===== config.mk =====
export PLATFORM = sky130hd
export DESIGN_NAME = mux_rr_arbiter
export DESIGN_NICKNAME = d
export VERILOG_FILES = /design/src/rtl/mux_arb_pkg.sv /design/src/rtl/mux_4_to_1.sv /design/src/rtl/mux_rr_arbiter.sv
export SDC_FILE = /design/constraint.sdc
export NUM_CORES = 1
export LEC_CHECK = 0
export CAP_MARGIN = 10
export CORE_ASPECT_RATIO = 0.8
export CORE_MARGIN = 1.5
export CORE_UTILIZATION = 40
export CTS_CLUSTER_SIZE = 20
export DETAILED_ROUTE_END_ITERATION = 10
export GPL_TIMING_DRIVEN = 0
export PLACE_DENSITY = 0.67
export SLEW_MARGIN = 40
export SYNTH_ARGS = -nofsm -noshare
export SYNTH_HDL_FRONTEND = slang
export SYNTH_HIERARCHICAL = 1
export SYNTH_SLANG_ARGS = --single-unit

===== constraint.sdc =====
create_clock -name i_clk -period 1.7 [get_ports i_clk]
set_input_delay 0.17 -clock i_clk [delete_from_list [all_inputs] [get_ports i_clk]]
set_output_delay 0.17 -clock i_clk [all_outputs]
set_load 0.02 [all_outputs]

===== src/rtl/mux_arb_pkg.sv =====
// Shared definitions for the 4-way round-robin arbiter: state encoding,
// requester count/index width and the round-robin winner search.
package mux_arb_pkg;

  localparam int NUM_REQ = 4;
  localparam int IDX_W   = 2;
  localparam int CNT_W   = 4;

  typedef enum logic {
    IDLE  = 1'b0,
    GRANT = 1'b1
  } arb_state_e;

  typedef struct packed {
    logic             found;
    logic [IDX_W-1:0] idx;
  } rr_pick_t;

  // Scanning from lowest to highest priority lets the highest-priority hit
  // overwrite earlier ones; the last-granted index itself is checked first.
  function automatic rr_pick_t rr_pick(input logic [NUM_REQ-1:0] req,
                                       input logic [IDX_W-1:0]   last);
    rr_pick_t         pick;
    logic [IDX_W-1:0] cand;
    pick = '{found: 1'b0, idx: {IDX_W{1'b0}}};
    for (int k = NUM_REQ; k >= 1; k--) begin
      cand = last + IDX_W'(k);
      pick = req[cand] ? '{found: 1'b1, idx: cand} : pick;
    end
    return pick;
  endfunction

endpackage


===== src/rtl/mux_4_to_1.sv =====
// Plain 4:1 single-bit data multiplexer used as the shared output line.
module mux_4_to_1
  import mux_arb_pkg::*;
(
  input  logic [NUM_REQ-1:0] i_d,
  input  logic [IDX_W-1:0]   i_sel,
  output logic               o_y
);

  // Select one data bit by binary index.
  always_comb begin
    case (i_sel)
      2'd0:    o_y = i_d[0];
      2'd1:    o_y = i_d[1];
      2'd2:    o_y = i_d[2];
      2'd3:    o_y = i_d[3];
      default: o_y = 1'b0;
    endcase
  end

endmodule


===== src/rtl/mux_rr_arbiter.sv =====
// Four-requester round-robin arbiter with bounded bursts; the granted
// requester's data bit is routed combinationally onto o_y.
module mux_rr_arbiter
  import mux_arb_pkg::*;
#(
  parameter int MAX_BURST = 4
)
(
  input  logic               i_clk,
  input  logic               i_rst_n,
  input  logic [NUM_REQ-1:0] i_req,
  input  logic [NUM_REQ-1:0] i_data,
  output logic [NUM_REQ-1:0] o_gnt,
  output logic [IDX_W-1:0]   o_sel,
  output logic               o_valid,
  output logic               o_y
);

  // Counter value seen on the edge that ends the MAX_BURST-th grant cycle.
  localparam logic [CNT_W-1:0] BURST_LAST = CNT_W'(MAX_BURST - 1);
  localparam logic [CNT_W-1:0] CNT_MAX    = {CNT_W{1'b1}};

  arb_state_e         state_r;
  logic [NUM_REQ-1:0] gnt_r;
  logic [IDX_W-1:0]   sel_r;
  logic               valid_r;
  logic [IDX_W-1:0]   last_r;
  logic [CNT_W-1:0]   cnt_r;
  rr_pick_t           pick_s;
  logic               hold_s;
  logic               mux_y_s;

  // Next round-robin winner and whether the current owner keeps the line.
  always_comb begin
    pick_s = rr_pick(i_req, last_r);
    if (state_r == GRANT) begin
      hold_s = i_req[sel_r] && (cnt_r < BURST_LAST);
    end else begin
      hold_s = 1'b0;
    end
  end

  // Arbitration FSM with registered grant outputs.
  always_ff @(posedge i_clk or negedge i_rst_n) begin
    if (!i_rst_n) begin
      state_r <= IDLE;
      gnt_r   <= 4'b0000;
      sel_r   <= 2'b00;
      valid_r <= 1'b0;
      last_r  <= 2'b11;
      cnt_r   <= 4'd0;
    end else begin
      case (state_r)
        IDLE: begin
          if (pick_s.found) begin
            state_r <= GRANT;
            gnt_r   <= 4'b0001 << pick_s.idx;
            sel_r   <= pick_s.idx;
            valid_r <= 1'b1;
            last_r  <= pick_s.idx;
            cnt_r   <= 4'd0;
          end else begin
            state_r <= IDLE;
            gnt_r   <= 4'b0000;
            valid_r <= 1'b0;
            cnt_r   <= 4'd0;
          end
        end
        GRANT: begin
          if (hold_s) begin
            cnt_r <= (cnt_r == CNT_MAX) ? cnt_r : cnt_r + 4'd1;
          end else if (pick_s.found) begin
            // Release and re-arbitrate on the same edge: no idle bubble.
            state_r <= GRANT;
            gnt_r   <= 4'b0001 << pick_s.idx;
            sel_r   <= pick_s.idx;
            valid_r <= 1'b1;
            last_r  <= pick_s.idx;
            cnt_r   <= 4'd0;
          end else begin
            state_r <= IDLE;
            gnt_r   <= 4'b0000;
            valid_r <= 1'b0;
            cnt_r   <= 4'd0;
          end
        end
        default: begin
          state_r <= IDLE;
          gnt_r   <= 4'b0000;
          valid_r <= 1'b0;
          cnt_r   <= 4'd0;
        end
      endcase
    end
  end

  mux_4_to_1 u_mux (
    .i_d   (i_data),
    .i_sel (sel_r),
    .o_y   (mux_y_s)
  );

  assign o_gnt   = gnt_r;
  assign o_sel   = sel_r;
  assign o_valid = valid_r;
  assign o_y     = mux_y_s & valid_r;

endmodule


==> metrics <==
most common cell after layout, fill and taps aside=clkdlybuf4s50_1; clock slew at reported path FFs=around 0.09 ns; Worst EP required=~1.9 ns; final-layout fill cell count=approximately 140; Placed Area=just over 900 sq um; cell count after synthesis=56; Routed WL=approximately 1500 microns; Die X=~50 microns; row cnt=13; die area=approximately 2000 sq um; status=finished, violations left; Placer Congestion=0.718; Yosys Warn Count=6; CTS Hold Bufs=0; Yosys reg bits=14; PD cells=1590 nW/um^2; Pleak=between 0.0004 and 0.0005 uW; first-pass GRT wire length=2300 microns; worst-margin pin slew=between 0.6 and 0.7 ns; Yosys top cell area share=42.6%; DR WL/cell=between 10 and 15 microns; failing checks=negative setup slack; crit end category=register; Min-Delay Path Class=input port to asynchronous set/reset pin; detailed-route DRC error count=0; Nets=between 90 and 100; I/O pin count=18; CTS Buf Count=3; vias in the first global route=497; H-tree levels=1; most frequent cells in the layout=clkdlybuf4s50_1 (16), dfrtp_1 (12), nand2_1 (4); GR Overflow Total=0; max-slew violations=0; CTS Sinks=14; worst hold margin=around 0.28 ns; DRT antenna net count=0; CP max FO=4; RSZ-0062 raised after global routing=yes; CP Launch Type=register; Peak VDD IR=around 0.94 mV; mapped cell area=a little over 700 sq um; synth unique cells=30; IO Port Bufs=17; worst relative slew slack=56.5%; via count=553; Area growth syn-to-layout=42.8%; initial antenna violation count=0; DRT Pass-1 Iters=2; Crit Path Category=register to register; Root Buffer=clkbuf_4; dpl hpwl=1020 microns; CTS tree=yes; Final Instance Area=about 1000 sq um; Final Setup Violations=1; max cap viols=0; Hold Fails Final Rpt=0; Layout Cells excl Fill=104; DR iter-0 viols=6; routed vias/inst=between 5 and 6; synthesized area per cell=about 13 sq um; total track usage=16.0%; Initial Utilization=between 40% and 50%; layout cell share with drive strength beyond 1=between 30% and 40%; clk buf depth=2; Seq/Total Area, Yosys=50.1%; Critical Path AT=around 1.9 ns; clock period minus final worst setup slack=about 1.7 ns; Clk Latency, worst-skew pair=around 0.28 ns; worst setup margin=-0.000355 ns; ANT cells=0; final period utilization=100%; largest net degree at the start of global routing=15; area of the core=between 1500 and 2000 sq um; clock skew=between 0.004 and 0.005 ns; Chip Height=roughly 41 microns; synth top area cells=dfrtp_1 (43%), dfstp_2 (7.5%), mux4_2 (6.4%); cell taking the most area after synthesis=dfrtp_1; placed cell count=96; fmax=a little under 600 MHz; setup_tns=-0.000355 ns
## registers in the layout, summed over array words and instances, names as in the netlist
register,count
o_gnt,4
o_sel,2
o_valid,1
cnt_r,4
last_r,2
state_r,1
## layer usage
metal	global-route usage [%]	part of all wire, %
met1	22.8	48
met2	23.7	46
met3	5.22	4.9
met4	4.17	0
met5	0	0
## what timing repair did
action | 4_1_cts | 5_1_grt
pin swaps | 1 | 4
buffers inserted | 3 | 1
endpoints found under the setup margin | 3 | 7
gates resized for setup | 5 | 8
## cell type report
cell class	count	area [sq um]	area share, %
Multi-Input combinational cell	40	368	36.6
Sequential cell	14	353	35.1
Timing Repair Buffer	21	209	20.8
Clock buffer	4	36.3	3.61
Tap cell	22	27.5	2.74
Inverter	2	7.51	0.746
Buffer	1	5.00	0.498
## final timing paths
| path | slack (ns) | depth (start not counted) | from | endpoint |
|---|---|---|---|---|
| max | -0.0004 | 5 | o_sel[0] | o_gnt[3] |
| min | 0.28 | 1 | i_rst_n | o_gnt[0] |
| max reg2reg | -0.0004 | 5 | o_sel[0] | o_gnt[3] |
| min reg2reg | 0.44 | 1 | cnt_r[0] | cnt_r[0] |
| max in group asynchronous | 1.01 | 1 | i_rst_n | cnt_r[0] |
| min in group i_clk | 0.44 | 1 | cnt_r[0] | cnt_r[0] |
## per-stage QoR
stage,setup WS (ns),util [%],total power [uW]
after detailed placement,-0.409,55.1,1230
after floorplan,0.00162,-,956
final,-0.000355,61.2,1590
after global placement,-0.373,55.1,1220
after global routing,-0.0450,61.2,1680
after CTS,-0.00682,58.8,1500
## synthesized netlist by cell type
library cell and instances:
nor2_1 3, dfstp_2 2, buf_2 1, and2_4 1, nand2b_1 1, o41ai_2 1, conb_1 1, nor2b_1 1
nor4b_4 1, ha_1 1, nor3b_1 1, and3_1 3, o31ai_1 1, o21ai_1 2, mux2_4 2, mux2i_1 1
a22o_1 2, o221ai_1 1, dfrtp_1 12, a211oi_1 1, nand2_1 4, nand2_4 2, nor4_1 1, mux4_2 2
a31o_1 1, a211o_1 1, inv_1 2, a21oi_1 2, and2_1 1, a41o_1 1
## power breakdown
| part | total [uW] | internal [uW] | switching [uW] |
|---|---|---|---|
| registers | 535 | 454 | 81.2 |
| clock network | 240 | 130 | 110 |
| logic | 820 | 446 | 374 |
## critical path: stages, from the launching register on
cell and delay, ns:
dfrtp_1 0.40, buf_6 0.12, mux4_2 0.58, buf_6 0.16, and3_4 0.15, a31o_1 0.17
## logic make-up (layout without fill, tap and decap cells)
logic type	Yosys count	in the layout	synth area share, %
AOI/OAI and AO/OA	13	13	14.9
adders and majority gates	1	1	1.78
muxes	5	5	12.1
other	1	2	0.532
DFF	14	14	50.1
and+or+nand+nor	19	19	18.8
buffers and inverters	3	28	1.78
Power figures use the tool's default switching activity.
